File: src/rtl/multicycle_pkg.sv
// Shared types for the multi-cycle RV32I control sequencer: state encoding,
// opcode constants and datapath select encodings.
package multicycle_pkg;

  typedef enum logic [3:0] {
    S_FETCH  = 4'd0,
    S_DECODE = 4'd1,
    S_MEMADR = 4'd2,
    S_MEMRD  = 4'd3,
    S_MEMWB  = 4'd4,
    S_MEMWR  = 4'd5,
    S_EXEC_R = 4'd6,
    S_EXEC_I = 4'd7,
    S_ALUWB  = 4'd8,
    S_BRANCH = 4'd9,
    S_JAL    = 4'd10,
    S_TRAP   = 4'd11
  } state_t;

  localparam logic [6:0] OP_LOAD   = 7'b0000011;
  localparam logic [6:0] OP_STORE  = 7'b0100011;
  localparam logic [6:0] OP_RTYPE  = 7'b0110011;
  localparam logic [6:0] OP_ITYPE  = 7'b0010011;
  localparam logic [6:0] OP_BRANCH = 7'b1100011;
  localparam logic [6:0] OP_JAL    = 7'b1101111;

  typedef enum logic [1:0] {SRCA_PC = 2'b00, SRCA_OLDPC = 2'b01, SRCA_A = 2'b10} alu_src_a_t;
  typedef enum logic [1:0] {SRCB_B = 2'b00, SRCB_FOUR = 2'b01, SRCB_IMM = 2'b10} alu_src_b_t;
  typedef enum logic [1:0] {ALU_ADD = 2'b00, ALU_SUB = 2'b01, ALU_FUNCT = 2'b10} alu_op_t;
  typedef enum logic [1:0] {RES_ALUOUT = 2'b00, RES_MDR = 2'b01, RES_ALU = 2'b10} result_src_t;
  typedef enum logic [1:0] {TRAP_NONE = 2'b00, TRAP_ILLEGAL = 2'b01, TRAP_TIMEOUT = 2'b10} trap_cause_t;

  // States that present a request on the shared memory port.
  function automatic logic is_req_state(state_t s);
    return (s == S_FETCH) || (s == S_MEMRD) || (s == S_MEMWR);
  endfunction

endpackage

File: src/rtl/multicycle_ctrl_if.sv
// Request/ready handshake between the control sequencer and the unified memory port.
interface multicycle_ctrl_if;
  logic mem_req;
  logic mem_we;
  logic iord;
  logic mem_ready;

  modport master (output mem_req, mem_we, iord, input mem_ready);
  modport slave  (input mem_req, mem_we, iord, output mem_ready);
endinterface

File: src/rtl/multicycle_ctrl_mem_wait_timer.sv
// Memory watchdog: counts consecutive wait cycles of a pending request and
// flags expiry when the LIMIT-th wait cycle is seen; LIMIT of 0 disables it.
module mem_wait_timer #(
  parameter int unsigned LIMIT = 0,
  parameter int unsigned CNT_W = 32
) (
  input  logic clk,
  input  logic reset,
  input  logic clear,
  input  logic count,
  output logic expire_c
);

  logic [CNT_W-1:0] cnt;

  // Saturating counter; cleared whenever no request is waiting.
  always_ff @(posedge clk) begin
    if (reset || clear) begin
      cnt <= '0;
    end else if (count && (cnt != '1)) begin
      cnt <= cnt + CNT_W'(1);
    end
  end

  if (LIMIT == 0) begin : g_off
    assign expire_c = 1'b0;
  end else begin : g_on
    assign expire_c = count && (cnt >= CNT_W'(LIMIT - 1));
  end

endmodule

File: src/rtl/multicycle_ctrl.sv
// Moore control FSM for the multi-cycle RV32I datapath with a shared memory port.
// Optional MULTICYCLE_PERF_EN adds cycle/instret/stall performance counters.
module multicycle_ctrl
  import multicycle_pkg::*;
#(
  parameter int unsigned MEM_TIMEOUT = 0,
  parameter int unsigned CNT_W       = 32
) (
  input  logic                 clk,
  input  logic                 reset,
  multicycle_ctrl_if.master    bus,
  input  logic [6:0]           opcode,
  input  logic                 zero,
  output logic                 ir_write,
  output logic                 pc_en,
  output logic [1:0]           alu_src_a,
  output logic [1:0]           alu_src_b,
  output logic [1:0]           alu_op,
  output logic [1:0]           result_src,
  output logic                 reg_write,
  output logic                 halted,
  output logic [1:0]           trap_cause,
  output logic [3:0]           state
`ifdef MULTICYCLE_PERF_EN
  ,
  output logic [CNT_W-1:0]     cycle_cnt,
  output logic [CNT_W-1:0]     instret_cnt,
  output logic [CNT_W-1:0]     stall_cnt
`endif
);

  state_t      state_q, state_d;
  trap_cause_t trap_q, trap_d;
  logic        wait_c;
  logic        expire_c;

  assign wait_c = is_req_state(state_q) && !bus.mem_ready;

  mem_wait_timer #(.LIMIT(MEM_TIMEOUT), .CNT_W(CNT_W)) u_timer (
    .clk      (clk),
    .reset    (reset),
    .clear    (!wait_c),
    .count    (wait_c),
    .expire_c (expire_c)
  );

  always_ff @(posedge clk) begin
    if (reset) begin
      state_q <= S_FETCH;
      trap_q  <= TRAP_NONE;
    end else begin
      state_q <= state_d;
      trap_q  <= trap_d;
    end
  end

  // Next state and datapath controls; everything forced low while in reset.
  always_comb begin
    state_d     = state_q;
    trap_d      = trap_q;
    bus.mem_req = is_req_state(state_q);
    bus.mem_we  = 1'b0;
    bus.iord    = 1'b0;
    ir_write    = 1'b0;
    pc_en       = 1'b0;
    alu_src_a   = SRCA_PC;
    alu_src_b   = SRCB_B;
    alu_op      = ALU_ADD;
    result_src  = RES_ALUOUT;
    reg_write   = 1'b0;
    halted      = 1'b0;
    unique case (state_q)
      S_FETCH: begin
        alu_src_b  = SRCB_FOUR;
        result_src = RES_ALU;
        if (bus.mem_ready) begin
          ir_write = 1'b1;
          pc_en    = 1'b1;
          state_d  = S_DECODE;
        end
      end
      S_DECODE: begin
        alu_src_a = SRCA_OLDPC;
        alu_src_b = SRCB_IMM;
        case (opcode)
          OP_LOAD, OP_STORE: state_d = S_MEMADR;
          OP_RTYPE:          state_d = S_EXEC_R;
          OP_ITYPE:          state_d = S_EXEC_I;
          OP_BRANCH:         state_d = S_BRANCH;
          OP_JAL:            state_d = S_JAL;
          default: begin
            state_d = S_TRAP;
            trap_d  = TRAP_ILLEGAL;
          end
        endcase
      end
      S_MEMADR: begin
        alu_src_a = SRCA_A;
        alu_src_b = SRCB_IMM;
        state_d   = (opcode == OP_STORE) ? S_MEMWR : S_MEMRD;
      end
      S_MEMRD: begin
        bus.iord = 1'b1;
        if (bus.mem_ready) state_d = S_MEMWB;
      end
      S_MEMWB: begin
        result_src = RES_MDR;
        reg_write  = 1'b1;
        state_d    = S_FETCH;
      end
      S_MEMWR: begin
        bus.mem_we = 1'b1;
        bus.iord   = 1'b1;
        if (bus.mem_ready) state_d = S_FETCH;
      end
      S_EXEC_R: begin
        alu_src_a = SRCA_A;
        alu_op    = ALU_FUNCT;
        state_d   = S_ALUWB;
      end
      S_EXEC_I: begin
        alu_src_a = SRCA_A;
        alu_src_b = SRCB_IMM;
        alu_op    = ALU_FUNCT;
        state_d   = S_ALUWB;
      end
      S_ALUWB: begin
        reg_write = 1'b1;
        state_d   = S_FETCH;
      end
      S_BRANCH: begin
        alu_src_a = SRCA_A;
        alu_op    = ALU_SUB;
        pc_en     = zero;
        state_d   = S_FETCH;
      end
      S_JAL: begin
        alu_src_a = SRCA_OLDPC;
        alu_src_b = SRCB_FOUR;
        pc_en     = 1'b1;
        state_d   = S_ALUWB;
      end
      S_TRAP: begin
        halted = 1'b1;
      end
      default: state_d = S_FETCH;
    endcase
    // Watchdog only fires while a request is still waiting, so ready wins.
    if (expire_c) begin
      state_d = S_TRAP;
      trap_d  = TRAP_TIMEOUT;
    end
    if (reset) begin
      bus.mem_req = 1'b0;
      bus.mem_we  = 1'b0;
      bus.iord    = 1'b0;
      ir_write    = 1'b0;
      pc_en       = 1'b0;
      alu_src_a   = 2'b00;
      alu_src_b   = 2'b00;
      alu_op      = 2'b00;
      result_src  = 2'b00;
      reg_write   = 1'b0;
      halted      = 1'b0;
    end
  end

  assign state      = reset ? 4'd0 : state_q;
  assign trap_cause = reset ? 2'b00 : trap_q;

`ifdef MULTICYCLE_PERF_EN
  logic [CNT_W-1:0] cyc_q, ret_q, stl_q;

  // Free-running counters, frozen once the core has halted.
  always_ff @(posedge clk) begin
    if (reset) begin
      cyc_q <= '0;
      ret_q <= '0;
      stl_q <= '0;
    end else if (state_q != S_TRAP) begin
      cyc_q <= cyc_q + CNT_W'(1);
      if ((state_d == S_FETCH) && (state_q != S_FETCH)) ret_q <= ret_q + CNT_W'(1);
      if (wait_c) stl_q <= stl_q + CNT_W'(1);
    end
  end

  assign cycle_cnt   = reset ? '0 : cyc_q;
  assign instret_cnt = reset ? '0 : ret_q;
  assign stall_cnt   = reset ? '0 : stl_q;
`endif

endmodule

File: src/flat_wrapper.sv
// flat-port wrapper written by rule: the top's interface ports become plain ports
module multicycle_ctrl_flat import multicycle_pkg::*;
#(
  parameter int unsigned MEM_TIMEOUT = 0,
  parameter int unsigned CNT_W       = 32
)
  (clk, reset, opcode, zero, ir_write, pc_en, alu_src_a, alu_src_b, alu_op, result_src, reg_write, halted, trap_cause, state, bus_mem_req, bus_mem_we, bus_iord, bus_mem_ready);
  multicycle_ctrl_if bus_i ();
  input  logic clk;
  input  logic reset;
  input  logic [6:0] opcode;
  input  logic zero;
  output logic ir_write;
  output logic pc_en;
  output logic [1:0] alu_src_a;
  output logic [1:0] alu_src_b;
  output logic [1:0] alu_op;
  output logic [1:0] result_src;
  output logic reg_write;
  output logic halted;
  output logic [1:0] trap_cause;
  output logic [3:0] state;
  output wire logic [$bits(bus_i.mem_req)-1:0] bus_mem_req;
  output wire logic [$bits(bus_i.mem_we)-1:0] bus_mem_we;
  output wire logic [$bits(bus_i.iord)-1:0] bus_iord;
  input wire logic [$bits(bus_i.mem_ready)-1:0] bus_mem_ready;
  assign bus_mem_req = bus_i.mem_req;
  assign bus_mem_we = bus_i.mem_we;
  assign bus_iord = bus_i.iord;
  assign bus_i.mem_ready = bus_mem_ready;
  multicycle_ctrl #(.MEM_TIMEOUT(MEM_TIMEOUT), .CNT_W(CNT_W)) u_core (.clk(clk), .reset(reset), .bus(bus_i), .opcode(opcode), .zero(zero), .ir_write(ir_write), .pc_en(pc_en), .alu_src_a(alu_src_a), .alu_src_b(alu_src_b), .alu_op(alu_op), .result_src(result_src), .reg_write(reg_write), .halted(halted), .trap_cause(trap_cause), .state(state));
endmodule
File: config.mk
export PLATFORM = sky130hd
export DESIGN_NAME = multicycle_ctrl_flat
export DESIGN_NICKNAME = d
export VERILOG_FILES = /design/src/rtl/multicycle_pkg.sv /design/src/rtl/multicycle_ctrl_if.sv /design/src/rtl/multicycle_ctrl_mem_wait_timer.sv /design/src/rtl/multicycle_ctrl.sv /design/src/flat_wrapper.sv
export SDC_FILE = /design/constraint.sdc
export NUM_CORES = 1
export LEC_CHECK = 0
export CAP_MARGIN = 20
export CELL_PAD_IN_SITES_DETAIL_PLACEMENT = 0
export CELL_PAD_IN_SITES_GLOBAL_PLACEMENT = 1
export CORE_MARGIN = 10
export CORE_UTILIZATION = 29
export CTS_BUF_LIST = sky130_fd_sc_hd__clkbuf_2 sky130_fd_sc_hd__clkbuf_4 sky130_fd_sc_hd__clkbuf_8
export DETAILED_ROUTE_END_ITERATION = 8
export PLACE_DENSITY = 0.82
export SYNTH_ARGS = -nofsm -noshare
export SYNTH_HDL_FRONTEND = slang
export SYNTH_SLANG_ARGS = --single-unit
File: constraint.sdc
create_clock -name clk -period 1.9 [get_ports clk]
set_input_delay 0.475 -clock clk [delete_from_list [all_inputs] [get_ports clk]]
set_output_delay 0.475 -clock clk [all_outputs]
set_load 0.01 [all_outputs]
* Yosys cells after proc, flatten, opt, wreduce, memory -nomap -nowiden
Index checks and enable logic that the tools add are counted.
** Cells by class
- Multiplexer cells :: 30
- Order comparisons :: 0
- Bitwise gates (word level) :: 2
- Divide/modulo/power cells :: 0
- Multipliers :: 0
- $add $sub $neg :: 0
- Shift-type cells :: 0
- Equal/unequal tests :: 20
- Reduce and logical (&&, ||, !) cells :: 15
** Operator list (number)
- $pmux W4 S7 :: 1
- $pmux W4 S5 :: 1
- $eq A4 B3 Y1 const B :: 4
- $eq A4 B4 Y1 const B :: 4
- $mux W4 :: 4
- $pmux W2 S2 :: 4
- $eq A7 B6 Y1 const B :: 2
- $eq A7 B7 Y1 const B :: 2
- $mux W1 :: 14
- $reduce_or A2 Y1 :: 6
- $eq A4 B2 Y1 const B :: 2
- $mux W2 :: 4
- $eq A7 B2 Y1 const B :: 1
- $eq A7 B5 Y1 const B :: 1
- $ne A2 B2 Y1 const B :: 3
- $reduce_or A3 Y1 :: 2
- $reduce_or A6 Y1 :: 1
- $eq A4 B1 Y1 const B :: 1
- $logic_not A4 Y1 :: 1
- $reduce_and A4 Y1 :: 1
- $reduce_or A4 Y1 :: 1
- $mux W3 :: 1
- $pmux W1 S3 :: 1
- $logic_or A1 B1 Y1 :: 2
- 2 further kinds :: 3
** Word-level totals
- Output and inout bits :: 21
- Register bits after elaboration :: 5
- Latch bits :: 0
- Memories :: 0
- Bits in writable memories :: 0
- Input port bits :: 11
- ROM bits :: 0

* Depth between registers and ports, before layout
- Word-level depth :: 4
- Gate-level depth with buffers :: 6
- Mapped depth without buffers :: 4

* Hierarchy
Synthesis repeated with hierarchy kept, for this count alone.
** Second synthesis, totals
- Cell total of the unflattened synthesis :: 111
- Area total of the unflattened synthesis :: 750.7 um^2
** By module, submodules not included
- multicycle_ctrl :: times used 1, cells an instance 109, sequential area each 120.1 um^2, area each 739.5 um^2
- mem_wait_timer :: times used 1, cells an instance 2, sequential area each 0.0 um^2, area each 11.3 um^2

* Worst setup path before layout
Ideal clock, no wire load.
- Path type :: input -> output
- Start point :: input port reset
- End point :: output port pc_en
- Arrival :: 1.392 ns
- Cell stages on the path :: 4
- Path slack :: 0.033 ns
- Required time :: 1.425 ns
- Cells stage by stage :: buf_2 > or3_4 > nor2_1 > o21a_1
** On the way
- Word-level cells in the longest chain between the ends :: 1
** Ends and longest elaborated chain
- start, declared :: RTL line flat_wrapper.sv:10 : input logic reset;
- $mux W1 :: RTL line multicycle_ctrl.sv:153 : if (reset) begin
- end, declared :: RTL line flat_wrapper.sv:14 : output logic pc_en;
No other way between the ends.

* Worst setup path in the final report
- Start point :: register u_core.state_q[2]
- End point :: output port alu_op[0]
** On the way
- Word-level cells in the longest chain between the ends :: 4
** Ends and longest elaborated chain
- start, declared :: RTL line multicycle_ctrl.sv:32 : state_t state_q, state_d;
- start signal, assigned :: RTL line multicycle_ctrl.sv:52 : state_q <= state_d;
- $eq A4 B3 Y1 :: RTL line multicycle_ctrl.sv:72 : unique case (state_q)
- $reduce_or A2 Y1 (no source line)
- $pmux W2 S2 * :: RTL line multicycle_ctrl.sv:72
- $mux W2 * :: RTL line multicycle_ctrl.sv:153
- end, declared :: RTL line flat_wrapper.sv:17 : output logic [1:0] alu_op;
Every way passes the cells marked *; elsewhere a longest branch is shown, timed or not.

==> impl_metrics.py <==
metrics = {
    "run_status": {
        "status": "finished with violations",
        "violations": "negative setup slack",
    },
    "final_layout": {
        "finalInstanceArea_um2": 1299,
        "drive_gt1_share_pct": 48.41,
        "nets": 169,
        "final_cells": 185,
        "diodes": 0,
        "syn_to_final_growth_pct": 83.39,
    },
    "routing": {
        "top_layer_used": "met4",
        "final_antenna_net_count": 0,
        "avgRoutedWirePerCell_um": 14.75,
        "post-route-drc-count": 0,
        "wl_met2_um": 1466,
        "drt_wl_total_um": 2728,
        "met1_length_um": 1101,
        "drt_iter0_drc": 37,
        "avgViaCountPerCell": 5.005,
        "detail_route.first_pass.iterations": 4,
        "wl_met3_um": 119,
        "vias": 926,
    },
    "worst_hold_path": {
        "min_to": "u_core.trap_q[0]$_SDFFE_PP0P_",
        "hp-class": "flop to flop",
        "hold_path_startpoint": "u_core.trap_q[0]$_SDFFE_PP0P_",
        "whs_path_depth": 2,
    },
    "global_routing": {
        "grt_overflow": 0,
        "grtUsageTotal_pct": 10.43,
        "grt_max_degree": 14,
        "antenna_found_initial": 0,
        "grt_pass1_wl_um": 4388,
        "grt_pass1_vias": 933,
    },
    "timing": {
        "maxSlewViolCount": 0,
        "setup-violations-final": 3,
        "period_minus_slack_ns": 1.963,
        "finClkSkew_ns": 0.006215,
        "hold_slack_ns": 0.4702,
        "setup_ws_ns": -0.06274,
        "fmax_ghz": 0.5095,
        "final.period_utilization_pct": 103.3,
        "final_hold_viol_count": 0,
        "rsz0062_at_grt": "true",
        "finalSetupTns_ns": -0.1494,
    },
    "setup_path": {
        "r2r_cells": 6,
        "rr_startpoint": "u_core.state_q[2]$_SDFFE_PP0P_",
        "reg2reg_to": "u_core.state_q[2]$_SDFFE_PP0P_",
        "endpoint_kind": "primary output",
        "cp-start-kind": "flop",
        "cp_max_fo": 6,
        "rrSetupSlack_ns": 0.41,
        "cp_data_required_time_ns": 1.42,
        "critPathKind": "flop to primary output",
        "worstPathArrival_ns": 1.49,
    },
    "power": {
        "peakVddDrop_uv": 782.7,
        "power.leakage_uw": 0.0006205,
        "powerDensity_nw_per_um2": 1106,
        "p_total_uw": 1437,
    },
    "floorplanning": {
        "ios": 32,
        "dieArea_um2": 4818,
        "core_area_um2": 2276,
        "start_util_pct": 31.12,
        "rows": 17,
        "fp.dieW_um": 69.42,
        "die-height_um": 69.42,
    },
    "logic_synthesis": {
        "netlist_top_cells_count": "nor2_1, nor3_1, nand2_1, nor2b_1",
        "async_flop_share_pct": 0,
        "synth.net_count": 108,
        "syn_inst": 97,
        "synth_seq_cells": 5,
        "avgSynthCellArea_um2": 7.301,
        "synth.distinct_cells": 42,
        "syn_area_um2": 708.2,
        "netlist.area_leader.share_pct": 14.13,
        "synth_edf_count": 0,
        "synth_top_cell_by_area": "dfxtp_1",
        "yosysWarnings": 0,
        "yosysMostFrequentCell": "nor2_1",
        "seq_area_frac_synth_pct": 14.13,
        "synthFlopType": "dfxtp_1",
        "synthTopCellsByArea": "dfxtp_1, nor3_1, nor2_1",
    },
    "clocking": {
        "clk_pin_slew_ns": 0.05,
        "clockBufferDepth": 2,
        "clock_latency_ns": 0.24,
        "cts_htree_levels": 1,
        "cts_tree": "yes",
        "cts_root_buf": "clkbuf_4",
        "clock-sinks": 5,
        "cts_made_buffers": 3,
    },
    "placement": {
        "place_inst": 174,
        "portBuffers": 30,
        "placed_cell_area_um2": 1195,
        "gp_congestion": 0.8361,
        "dpl.hpwl_um": 2089,
    },
    "flow_run": {
        "maxCapViolCount": 0,
    },
}
-- layout by cell type, fill, tap and decap left out, types with 2 or more instances in the layout --
master,instances
mux2i_1,2
nor2b_1,6
or2b_1,2
nor3_1,5
nand2_1,7
clkbuf_2,5
buf_6,3
dfxtp_4,2
o21a_1,2
o41ai_2,2
dfxtp_2,2
nor2_1,8
nand2b_1,2
buf_2,9
nor3_2,3
nor2_2,2
buf_4,31
o21ai_1,2
clkbuf_4,4
a21oi_1,4
nor4_1,2
and2_1,2
a31oi_1,3
inv_1,4
clkdlybuf4s50_1,7
dlygate4sd2_1,7
-- layer usage --
layer  GRT usage [%]  vias to the layer above
li1                -                      470
met1           11.87                      430
met2           18.85                       21
met3           2.710                        5
met4           1.996                        0
met5               0                        -
-- where the power goes --
group / switching (µW) / internal [µW] / total [µW] / leakage, µW
sequential: 51.1 / 150 / 201 / 0.0000432
combinational: 544 / 558 / 1100 / 0.000559
clock: 40.6 / 93.4 / 134 / 0.0000184
total: 636 / 801 / 1440 / 0.000621
-- sequential cells by signal, indices dropped and copies added (netlist names) --
name / flops
u_core.state_q: 4
u_core.trap_q: 1
-- worst max path at each step --
| stage | startpoint | to | slack [ns] | cells past startpoint |
|---|---|---|---|---|
| final | u_core.state_q[2]$_SDFFE_PP0P_ | alu_op[0] | -0.06 | 4 |
| after global routing | u_core.state_q[2]$_SDFFE_PP0P_ | pc_en | -0.13 | 5 |
| after CTS | reset | ir_write | -0.10 | 5 |
| after detailed placement | reset | ir_write | -0.73 | 5 |
| after global placement | reset | ir_write | -0.66 | 5 |
| after floorplan | reset | pc_en | 0.03 | 4 |
-- timing repair --
action,CTS,global route
endpoints found under the hold margin,0,0
setup buffers,4,3
resized for setup,66,25
endpoints found under the setup margin,20,14
hold buffers,0,0
pin swaps,3,6
-- cells by family after synthesis --
logic type,Yosys count,synth area share [%]
buf+inv,14,11.31
xor+xnor,2,2.474
mux,2,2.827
flops,5,14.13
other cells,1,0.5295
compound gates,24,28.45
simple gates,49,40.29
-- stage by stage --
| stage | setup WS, ns | utilization, % |
|---|---|---|
| 2_1_floorplan | 0.03330 | - |
| 3_3_place_gp | -0.6633 | 52.50 |
| 3_5_place_dp | -0.7273 | 52.50 |
| 4_1_cts | -0.1017 | 54.70 |
| 5_1_grt | -0.1259 | 57.06 |
| 6_report | -0.06274 | 57.06 |
-- area by class of cell --
class | instances | area [µm²]
tap | 28 | 35.03
multi-input combinational | 78 | 596.8
sequential | 5 | 110.1
inverter | 5 | 21.27
fill | 206 | 977.2
timing repair buffer | 65 | 505.5
clock buffer | 4 | 30.03
-- critical path: stages, from the launching register on --
cell	delay [ns]
dfxtp_4	0.36
or3_4	0.42
buf_6	0.14
nor2_4	0.08
clkdlybuf4s15_1	0.24
(Power assumes the default switching activity.)
